File: src/rtl/ad7383_pkg.sv
// Shared types and default constants for the AD7383 capture sequencer.
package ad7383_pkg;

  localparam int INIT_TIMEOUT_DEF = 4096;
  localparam int RST_CYCLES_DEF   = 4;

  typedef enum logic [2:0] {
    ST_ADC_RST = 3'd0,
    ST_INIT    = 3'd1,
    ST_IDLE    = 3'd2,
    ST_CAPTURE = 3'd3,
    ST_DRAIN   = 3'd4,
    ST_FAULT   = 3'd5
  } ctrl_state_e;

  // Field order puts channel A in the upper half of the packed word.
  typedef struct packed {
    logic [15:0] a;
    logic [15:0] b;
  } ad7383_pair_t;

endpackage

File: src/rtl/ad7383_sample_slot.sv
// One-entry valid/ready holding register for A/B sample pairs.
module ad7383_sample_slot
  import ad7383_pkg::*;
(
  input  logic         clk,
  input  logic         rst,
  input  logic         load,
  input  ad7383_pair_t load_data,
  input  logic         flush,
  input  logic         ready,
  output logic         valid,
  output ad7383_pair_t data,
  output logic         drop
);

  // A full slot only takes a new word when the old one leaves this cycle.
  assign drop = load && valid && !ready;

  // NOTE: sequential state uses non-blocking assignments so every register
  // samples the pre-edge values of the others.
  always_ff @(posedge clk or posedge rst) begin
    if (rst) begin
      valid <= 1'b0;
      data  <= '0;
    end else if (flush) begin
      valid <= 1'b0;
    end else if (load && (!valid || ready)) begin
      valid <= 1'b1;
      data  <= load_data;
    end else if (valid && ready) begin
      valid <= 1'b0;
    end
  end

endmodule

File: src/rtl/ad7383_capture_ctrl.sv
// AD7383 sequencer: interface reset/init with retries, decimated bursts,
// and a one-entry output stream toward the system FIFO.
module ad7383_capture_ctrl
  import ad7383_pkg::*;
#(
  parameter int INIT_TIMEOUT = INIT_TIMEOUT_DEF,
  parameter int MAX_RETRIES  = 3,
  parameter int RST_CYCLES   = RST_CYCLES_DEF,
  parameter int BURST_W      = 16,
  parameter int DECIM_W      = 8
) (
  input  logic               clk_i,
  input  logic               rst_i,
  input  logic               start_i,
  input  logic               abort_i,
  input  logic               reinit_i,
  input  logic [BURST_W-1:0] burst_len_i,
  input  logic [DECIM_W-1:0] decim_i,
  output logic               busy_o,
  output logic               done_o,
  output logic               overflow_o,
  output logic               init_err_o,
  output logic [1:0]         retry_cnt_o,
  output logic               adc_rst_o,
  output logic               adc_init_o,
  input  logic               adc_ready_i,
  input  logic [15:0]        adc_data_a_i,
  input  logic [15:0]        adc_data_b_i,
  input  logic               adc_valid_i,
  output logic [31:0]        m_data_o,
  output logic               m_valid_o,
  input  logic               m_ready_i
);

  localparam int TMO_W = $clog2(INIT_TIMEOUT);
  localparam int RST_W = $clog2(RST_CYCLES + 1);

  ctrl_state_e        state;
  logic [RST_W-1:0]   rst_cnt;
  logic [TMO_W-1:0]   tmo_cnt;
  logic [1:0]         retry_cnt;
  logic [BURST_W-1:0] burst_len_q;
  logic [BURST_W-1:0] kept_cnt;
  logic [DECIM_W-1:0] decim_q;
  logic [DECIM_W-1:0] dec_cnt;
  logic               overflow_q;
  logic               done_q;

  logic               ready_lost;
  logic               keep;
  logic               burst_end;
  logic               slot_drop;
  ad7383_pair_t       slot_data;
  ad7383_pair_t       sample;

  assign sample     = '{a: adc_data_a_i, b: adc_data_b_i};
  assign ready_lost = !adc_ready_i &&
                      (state == ST_IDLE || state == ST_CAPTURE || state == ST_DRAIN);
  // An abort or ready loss ends capture in the same cycle, so that strobe is not kept.
  assign keep       = (state == ST_CAPTURE) && adc_valid_i && (dec_cnt == '0) &&
                      !abort_i && adc_ready_i;
  assign burst_end  = keep && (burst_len_q != '0) && (kept_cnt + 1'b1 == burst_len_q);

  ad7383_sample_slot u_slot (
    .clk       (clk_i),
    .rst       (rst_i),
    .load      (keep),
    .load_data (sample),
    .flush     (ready_lost),
    .ready     (m_ready_i),
    .valid     (m_valid_o),
    .data      (slot_data),
    .drop      (slot_drop)
  );

  always_ff @(posedge clk_i or posedge rst_i) begin
    if (rst_i) begin
      state       <= ST_ADC_RST;
      rst_cnt     <= '0;
      tmo_cnt     <= '0;
      retry_cnt   <= '0;
      burst_len_q <= '0;
      kept_cnt    <= '0;
      decim_q     <= '0;
      dec_cnt     <= '0;
      overflow_q  <= 1'b0;
      done_q      <= 1'b0;
    end else begin
      done_q <= 1'b0;

      if (state == ST_CAPTURE && adc_valid_i)
        dec_cnt <= (dec_cnt == decim_q - 1'b1) ? '0 : dec_cnt + 1'b1;

      // Dropped samples still count toward the burst length.
      if (keep) begin
        kept_cnt <= kept_cnt + 1'b1;
        if (slot_drop) overflow_q <= 1'b1;
      end

      case (state)
        ST_ADC_RST: begin
          if (rst_cnt == RST_W'(RST_CYCLES - 1)) begin
            rst_cnt <= '0;
            tmo_cnt <= '0;
            state   <= ST_INIT;
          end else begin
            rst_cnt <= rst_cnt + 1'b1;
          end
        end
        ST_INIT: begin
          tmo_cnt <= tmo_cnt + 1'b1;
          if (adc_ready_i) begin
            state <= ST_IDLE;
          end else if (tmo_cnt == TMO_W'(INIT_TIMEOUT - 1)) begin
            if (retry_cnt < 2'(MAX_RETRIES)) begin
              retry_cnt <= retry_cnt + 1'b1;
              state     <= ST_ADC_RST;
            end else begin
              state <= ST_FAULT;
            end
          end
        end
        ST_FAULT: begin
          if (reinit_i) begin
            retry_cnt <= '0;
            state     <= ST_ADC_RST;
          end
        end
        ST_IDLE: begin
          if (ready_lost) begin
            retry_cnt <= '0;
            state     <= ST_ADC_RST;
          end else if (start_i && !abort_i) begin
            burst_len_q <= burst_len_i;
            decim_q     <= (decim_i == '0) ? DECIM_W'(1) : decim_i;
            kept_cnt    <= '0;
            dec_cnt     <= '0;
            overflow_q  <= 1'b0;
            state       <= ST_CAPTURE;
          end
        end
        ST_CAPTURE: begin
          if (ready_lost) begin
            retry_cnt <= '0;
            state     <= ST_ADC_RST;
          end else if (abort_i) begin
            state <= ST_IDLE;
          end else if (burst_end) begin
            state <= ST_DRAIN;
          end
        end
        ST_DRAIN: begin
          if (ready_lost) begin
            retry_cnt <= '0;
            state     <= ST_ADC_RST;
          end else if (abort_i) begin
            state <= ST_IDLE;
          end else if (!m_valid_o || m_ready_i) begin
            done_q <= 1'b1;
            state  <= ST_IDLE;
          end
        end
        default: state <= ST_ADC_RST;
      endcase
    end
  end

  // NOTE: state-decoded outputs are combinational so the async reset drives
  // adc_rst_o high immediately, and rst/init swap on one edge.
  assign adc_rst_o   = (state == ST_ADC_RST);
  assign adc_init_o  = (state == ST_INIT);
  assign init_err_o  = (state == ST_FAULT);
  assign busy_o      = (state == ST_CAPTURE) || (state == ST_DRAIN);
  assign done_o      = done_q;
  assign overflow_o  = overflow_q;
  assign retry_cnt_o = retry_cnt;
  assign m_data_o    = slot_data;

endmodule

File: config.mk
export PLATFORM = sky130hd
export DESIGN_NAME = ad7383_capture_ctrl
export DESIGN_NICKNAME = d
export VERILOG_FILES = /design/src/rtl/ad7383_pkg.sv /design/src/rtl/ad7383_sample_slot.sv /design/src/rtl/ad7383_capture_ctrl.sv
export SDC_FILE = /design/constraint.sdc
export NUM_CORES = 1
export LEC_CHECK = 0
export ABC_AREA = 0
export CAP_MARGIN = 20
export CELL_PAD_IN_SITES_DETAIL_PLACEMENT = 1
export CELL_PAD_IN_SITES_GLOBAL_PLACEMENT = 2
export CORE_ASPECT_RATIO = 1.1
export CORE_MARGIN = 2
export CORE_UTILIZATION = 33
export DETAILED_ROUTE_END_ITERATION = 6
export GPL_ROUTABILITY_DRIVEN = 0
export PLACE_DENSITY = 0.88
export SYNTH_ARGS = -nofsm -noshare
export SYNTH_HDL_FRONTEND = slang
export SYNTH_SLANG_ARGS = --single-unit
File: constraint.sdc
create_clock -name clk_i -period 5.6 [get_ports clk_i]
set_input_delay 1.68 -clock clk_i [delete_from_list [all_inputs] [get_ports clk_i]]
set_output_delay 1.68 -clock clk_i [all_outputs]
set_load 0.01 [all_outputs]
### Yosys cells after proc, flatten, opt, wreduce, memory -nomap -nowiden

Cells that the tools add are included.
Widths: inputs -> output; s select.

| word-level totals | value |
|---|---|
| flip-flop bits (word level) | 103 |
| input bits | 64 |
| word-level logic and storage cells | 118 |

| cells by class | value |
|---|---|
| $add $sub $neg | 6 |
| $lt $le $gt $ge | 1 |
| equality and inequality tests | 19 |
| multiplexer cells | 45 |
| bitwise gates (word level) | 1 |
| reductions and logical operators | 33 |

Operators with widths:

| operator | number |
|---|---|
| $mux 16 | 4 |
| $mux 8 | 6 |
| $mux 3 | 14 |
| $pmux 12 s2 | 1 |
| $pmux 3 s6 | 1 |
| $add 16x1->16 const B | 1 |
| $eq 16x16->1 | 1 |
| $logic_not 8->1 | 2 |
| $reduce_bool 16->1 | 1 |
| $add 12x1->12 const B | 1 |
| $eq 12x12->1 const B | 1 |
| $logic_and 1x1->1 | 12 |
| $mux 1 | 12 |
| $mux 12 | 1 |
| $reduce_and 6->1 | 2 |
| $mux 2 | 5 |
| $eq 3x2->1 const B | 3 |
| $add 8x1->8 const B | 1 |
| $eq 8x8->1 | 1 |
| $ne 2x1->1 const B | 4 |
| $sub 8x1->8 const B | 1 |
| $eq 3x3->1 const B | 2 |
| $pmux 2 s3 | 1 |
| $reduce_bool 3->1 | 2 |
| 17 further kinds | 25 |

### Logic depth before layout (Yosys ltp)

Gate-level depths: netlist of run 1.

| logic depth | value |
|---|---|
| depth in word-level cells | 12 |
| depth in mapped cells | 10 |
| gate-level depth less buffers | 9 |

### Modules after synthesis

From an unflattened synthesis of run 1, not the netlist that was laid out.

| unflattened totals | value |
|---|---|
| cells, all modules | 568 |
| area total of the unflattened synthesis | 5,459.0 sq um |

Modules (own cells, without submodules):

| module | instances | cells each | area an instance (sq um) | seq. area each (sq um) |
|---|---|---|---|---|
| ad7383_capture_ctrl | 1 | 494 | 4,189.0 | 1,751.7 |
| ad7383_sample_slot | 1 | 74 | 1,270.0 | 825.8 |

### Worst setup path before layout of run 1

Ideal clock, no wire load.

| path | value |
|---|---|
| kind | input port to flip-flop |
| from | input adc_ready_i |
| to | register u_slot.data[10] (netlist bit) |
| setup time | 0.125 ns |
| data arrival time | 3.013 ns |
| required time | 5.475 ns |
| slack | 2.462 ns |
| stages on the path | 7 |
| path buffers | 3 |
| cell sequence | clkbuf_1 > nor2b_1 > and4_1 > buf_4 > nand2_2 > buf_2 > mux2_2 |

| between the ends | value |
|---|---|
| cells in the longest elaborated chain, start to end | 4 |
| elaborated cells on any way between the ends | 6 |

Ends and longest elaborated chain:

| what | line | text |
|---|---|---|
| start, declared | ad7383_capture_ctrl.sv:26 | `input logic adc_ready_i,` |
| $logic_not 1->1 | ad7383_capture_ctrl.sv:57 | `assign ready_lost = !adc_ready_i &&` |
| $logic_and 1x1->1 | ad7383_capture_ctrl.sv:57 |  |
| $not 1->1 (no source line) | - |  |
| $reduce_and 2->1 (no source line) * | - |  |
| end signal, assigned | ad7383_sample_slot.sv:29 | `data <= load_data;` |
| end, declared | ad7383_sample_slot.sv:12 | `output ad7383_pair_t data,` |

Every way passes the cells marked *; elsewhere a longest branch is shown, timed or not.
A chain may end at the register's enable or synchronous reset.

### Worst setup path after layout of run 1

| path | value |
|---|---|
| from | register state[0] |
| to | output adc_init_o |

| between the ends | value |
|---|---|
| cells in the longest elaborated chain, start to end | 1 |

Ends and longest elaborated chain:

| what | line | text |
|---|---|---|
| start, declared | ad7383_capture_ctrl.sv:38 | `ctrl_state_e state;` |
| start signal, assigned | ad7383_capture_ctrl.sv:78 | `state <= ST_ADC_RST;` |
| start signal, assigned | ad7383_capture_ctrl.sv:105 | `state <= ST_INIT;` |
| start signal, assigned | ad7383_capture_ctrl.sv:113 | `state <= ST_IDLE;` |
| $eq 3x1->1 | ad7383_capture_ctrl.sv:171 | `assign adc_init_o = (state == ST_INIT);` |
| end, declared | ad7383_capture_ctrl.sv:25 | `output logic adc_init_o,` |

Every way passes these cells.

==> metrics.txt, run 1 <==
most frequent cell after synthesis=dfrtp_1; CP Buf/Inv Count=3; setup TNS=0 ps; CP peak stage delay=700 ps; EDFF count, synth=0; Syn Inst Count=514; layout cells sized above 1=14.4%; largest net degree at the start of global routing=84; Core Area=0.0158 sq mm; crit path kind=flop to primary output; Port Buffers=104; number of global-route vias before repair=4697; CTS Root Cell=clkbuf_16; nets@finish=677; PD cells=409 mW/mm^2; final setup vio count=0; skew final=11.1 ps; CTS tree=yes; crit path max-delay cell type=dfrtp_1; Clock transition at path regs=80 ps; area delta synth->final=28.7%; I/O pin cnt=105; P_leak=2.94 nW; outcome=complete, no violations; crit-path most repeated cell=inv_1; Worst-Margin Slew=801 ps; DRT Wirelength=14.2 mm; row cnt=48; synth top area cells=dfrtp_1 48%, mux2_2 12%, xor2_1 3.6%; antenna-violating nets left=0; worst hold path type=flop to flop; DR pass1 iterations=4; Final period util=74.7%; full die area=0.0173 sq mm; via count=4292; Synth cell types=56; DRT iter0 DRCs=189; Slew headroom=46.2%; vias per cell=5.29; grt total ovfl=0; Pins Over Slew Limit=0; maximum resistive drop on vdd=178 uV; CP Launch Type=flop; antenna fix cells=0; DIE HEIGHT=138 um; Die Span X=126 um; drc violations=0; Cell Chain, Critical Path=inv_1, or3_1, inv_1, clkdlybuf4s50_1; min cycle time layout=4180 ps; WHS=507 ps; H-tree levels=3; clk sink count=103; Max clock buf depth=2; Avg WL per Cell=17.5 um; Initial Util=34.0%; syn_nets=585; top_reg_cell synth=dfrtp_1; Seq cells post-synth=103; crit end category=primary output; first-pass GRT wire length=24.0 mm; Yosys warning count=0; Commonest cells post-synth=103 x dfrtp_1, 55 x mux2_2, 37 x nand2_1; worst skew pair latency=360 ps; final hold vios=0; Mean Syn Cell Area=10.4 sq um; setup bufs post-CTS=0; post-synthesis sequential area ratio=48.1%; initial antenna violation count=0; CTS Hold Bufs=0; fraction of registers with async set/reset=100%; Worst Path Arrival=2500 ps; Total GRT Usage=17.3%; Num CTS Buffers=9; unrepaired setup endpoints after global routing=false; cell family with most CP delay=buffers and inverters; Gates resized, CTS repair=0; data required time of the worst path=3920 ps; Netlist Area Pre-Place=0.00536 sq mm; FMAX=239 MHz; dominant cell type by area after synthesis=dfrtp_1; Max Cap Viol=0; Max FO, Critical Path=16; post-synth top area share=48.1%; DP HPWL=10.4 mm
-- area by class of cell --
class | instances | area, sq um
inverter | 16 | 62.6
timing repair buffer | 107 | 1080
tap | 200 | 250
clock inverter | 7 | 86.3
multi-input combinational | 369 | 2610
sequential | 103 | 2580
clock buffer | 9 | 225
fill | 1749 | 8900
-- sequential cells by signal, summed over array words and instances (netlist names) --
register      count
decim_q           8
overflow_o        1
tmo_cnt          12
kept_cnt         16
retry_cnt_o       2
rst_cnt           3
done_o            1
burst_len_q      16
u_slot.valid      1
dec_cnt           8
state             3
u_slot.data      32
-- logic make-up after synthesis --
family | after synthesis | share of synthesized area, %
simple gates | 184 | 18.5
compound gates | 81 | 9.94
xor+xnor | 38 | 6.21
fa+ha+maj | 7 | 1.63
flops | 103 | 48.1
mux | 59 | 12.3
buf+inv | 42 | 3.36
-- layer usage --
layer | GRT usage [%] | share of wire (%) | vias up
met2 | 28.7 | 48 | 121
met5 | 0 | 0 | -
met1 | 21.4 | 43 | 2127
met4 | 6.36 | 1.8 | 0
li1 | - | - | 2028
met3 | 5.05 | 7.1 | 16
-- through the flow --
step	setup slack [ps]	util (%)	area (sq um)	total power, mW	std cells
2_1_floorplan	1220	-	5360	1.76	514
3_3_place_gp	1420	41.5	6560	2.11	794
3_5_place_dp	1290	41.5	6560	2.17	794
4_1_cts	1390	43.5	6870	2.86	810
5_1_grt	1300	43.7	6900	3.02	811
6_report	1420	43.7	6900	2.82	811
-- cell usage in the layout (no fill, tap or decap), types with 5 or more instances in the layout --
cell type          n
nand3_1           21
nor2b_1            6
o21ai_0           29
ha_1               7
o211ai_1           6
a21oi_1           17
inv_1             15
xnor2_1           16
nor3_1            12
mux2_2            55
nand2b_1           5
and3_1             8
or3_1              8
clkdlybuf4s50_1  104
dfrtp_1          103
nor2_1            36
clkbuf_16          9
nor4_1            10
xor2_1            22
nand4_1           15
nand2_1           37
-- power by group --
part / switching, mW / internal, mW
clock: 0.313 / 0.357
sequential: 0.239 / 0.940
combinational: 0.453 / 0.517
-- path summary, 6_finish.rpt --
check,startpoint,end,slack (ps),depth (start not counted)
setup / recovery,state[0],adc_init_o,1420,4
min in group asynchronous,rst_i,u_slot.data[25],1580,2
hold reg to reg,u_slot.data[31],u_slot.data[31],510,1
setup reg to reg,dec_cnt[0],u_slot.data[11],2760,6
hold / removal,u_slot.data[31],u_slot.data[31],510,1
max in group asynchronous,rst_i,u_slot.data[4],3080,4
Note: power is estimated with default switching activity, not from simulation.
==> inputs of run 2 (changes only) <==
--- a/config.mk
+++ b/config.mk
@@ -11,10 +11,10 @@
 export CELL_PAD_IN_SITES_GLOBAL_PLACEMENT = 2
 export CORE_ASPECT_RATIO = 1.1
 export CORE_MARGIN = 2
-export CORE_UTILIZATION = 33
+export CORE_UTILIZATION = 30
 export DETAILED_ROUTE_END_ITERATION = 6
 export GPL_ROUTABILITY_DRIVEN = 0
-export PLACE_DENSITY = 0.88
+export PLACE_DENSITY = 0.85
 export SYNTH_ARGS = -nofsm -noshare
 export SYNTH_HDL_FRONTEND = slang
 export SYNTH_SLANG_ARGS = --single-unit
==> constraint.sdc (replaced) <==
create_clock -name clk_i -period 3.5 [get_ports clk_i]
set_input_delay 1.05 -clock clk_i [delete_from_list [all_inputs] [get_ports clk_i]]
set_output_delay 1.05 -clock clk_i [all_outputs]
set_load 0.01 [all_outputs]
==> metrics.txt, run 2 (synthesized netlist as in run 1, its figures left out) <==
CP Launch Type=flop (unchanged); sequential power share=40.1% (was 41.8%); H-tree levels=3 (unchanged); CTS tree=yes (unchanged); crit end category=primary output (unchanged); CTS Root Cell=clkbuf_16 (unchanged); unrepaired setup endpoints after global routing=false (unchanged); drc violations=0 (unchanged); Port Buffers=104 (unchanged); Total Power=4.60 mW (was 2.82 mW); CTS Hold Bufs=0 (unchanged); skew final=13.0 ps (was 11.1 ps); Cell Chain, Critical Path=or3_1, inv_1, clkdlybuf4s50_1 (was inv_1, or3_1, inv_1, clkdlybuf4s50_1); utilization after layout=39.8% (was 43.7%); Core Area=0.0176 sq mm (was 0.0158 sq mm); grt total ovfl=0 (unchanged); clk sink count=103 (unchanged); vias per cell=5.07 (was 5.29); commonest non-fill, non-tap cell in the layout=clkdlybuf4s50_1 (unchanged); Internal Power=3.02 mW (was 1.81 mW); Combinational Power Share=35.4% (was 34.4%); antenna-violating nets left=0 (unchanged); Die Span X=131 um (was 126 um); CP Buf/Inv Count=2 (was 3); P_leak=2.98 nW (was 2.94 nW); met2 GRT Util=27.1% (was 28.7%); Num CTS Buffers=9 (unchanged); biggest registers after layout=u_slot.data x32, burst_len_q x16, kept_cnt x16 (unchanged); Final period util=93.0%; worst skew pair latency=360 ps (about the same); FMAX=307 MHz; nets@finish=683 (was 677); layout cells sized above 1=15.1% (was 14.4%); Clock transition at path regs=70 ps (was 80 ps); GR Layer Usage met3=5.92% (was 5.05%); R2R depth=7 (was 6); met1 GRT Util=18.8% (was 21.4%); final setup vio count=0 (unchanged); setup bufs post-CTS=0 (unchanged); Worst Setup Slack, final=246 ps (was 1420 ps); Slew headroom=55.0% (was 46.2%); DRT Wirelength=14.6 mm (was 14.2 mm); Total GRT Usage=16.1% (was 17.3%); Max Cap Viol=0 (unchanged); Gates resized, CTS repair=0 (unchanged); switching share of power=34.3% (was 35.7%); path length in cells of the critical path=3 (was 4); Place WS=358 ps (was 1290 ps); crit path kind=flop to primary output (unchanged); data required time of the worst path=2450 ps (was 3920 ps); Pins Over Slew Limit=0 (unchanged); initial antenna violation count=0 (unchanged); Avg WL per Cell=17.1 um (was 17.5 um); via count=4326 (was 4292); DR pass1 iterations=4 (unchanged); Initial Util=30.4% (was 34.0%); Worst Path Arrival=2200 ps (was 2500 ps); final hold vios=0 (unchanged); most frequent cells in the layout=104 x clkdlybuf4s50_1, 103 x dfrtp_1, 55 x mux2_2 (unchanged); max reg flops=32 (unchanged); Most flops, register=u_slot.data (unchanged); DRT iter0 DRCs=164 (was 189); outcome=complete, no violations (unchanged); min cycle time layout=3250 ps; CP peak stage delay=580 ps (was 700 ps); largest net degree at the start of global routing=104 (was 84); GRT busiest layer=met2 (unchanged); cell family with most CP delay=buffers and inverters (unchanged); full die area=0.0190 sq mm (was 0.0173 sq mm); Worst-Margin Slew=669 ps (was 801 ps); antenna fix cells=0 (unchanged); number of global-route vias before repair=4755 (was 4697); Hold Path Depth=1 (unchanged); NetSw=1.58 mW (was 1.01 mW); clock power share=24.4% (was 23.8%); PD cells=655 mW/mm^2 (was 409 mW/mm^2); maximum resistive drop on vdd=264 uV (was 178 uV); crit path max-delay cell type=clkdlybuf4s50_1 (was dfrtp_1); Max FO, Critical Path=10 (was 16); DP HPWL=10.7 mm (was 10.4 mm); first-pass GRT wire length=24.5 mm (was 24.0 mm); DIE HEIGHT=144 um (was 138 um); I/O pin cnt=105 (unchanged); Fillers=1991 (was 1749); Max clock buf depth=2 (unchanged); area delta synth->final=30.8% (was 28.7%); worst hold path type=flop to flop (unchanged); setup TNS=0 ps (unchanged); row cnt=51 (was 48)
## run 2: layer usage
layer  vias up  part of all wire [%]
met5         -                     0
met4         0                   2.7
met3        28                   6.7
met2       104                    49
met1      2162                    42
li1       2032                     -
## run 2: power groups by stage
stage	logic (mW)	clock network, mW	registers, mW
final	1.63	1.12	1.84
after global routing	1.82	1.21	1.91
after CTS	1.66	1.17	1.85
after detailed placement	1.65	0	1.87
after global placement	1.58	0	1.85
after floorplan	1.04	0	1.78
## run 2: worst paths after layout
check	startpoint	endpoint	slack, ps
setup / recovery	state[1]	adc_init_o	250
hold / removal	tmo_cnt[11]	tmo_cnt[11]	500
setup reg to reg	kept_cnt[3]	state[2]	1160
hold reg to reg	tmo_cnt[11]	tmo_cnt[11]	500
max in group asynchronous	rst_i	burst_len_q[9]	1840
min in group asynchronous	rst_i	overflow_o	1210
## run 2: area by class of cell
type	count	area, sq um	area share (%)
Clock inverter	4	76.3	1.09
Timing Repair Buffer	113	1130	16.2
Inverter	16	63.8	0.910
Multi-Input combinational cell	369	2610	37.3
Clock buffer	11	253	3.60
Tap cell	238	298	4.24
Sequential cell	103	2580	36.7
## run 2: stage by stage
stage / instances / cell area, sq um / hold slack, ps
global route: 854 / 7020 / 521
CTS: 854 / 7020 / 505
detailed placement: 839 / 6690 / 495
global placement: 839 / 6690 / 485
finish: 854 / 7020 / 505
floorplan: 514 / 5370 / 457
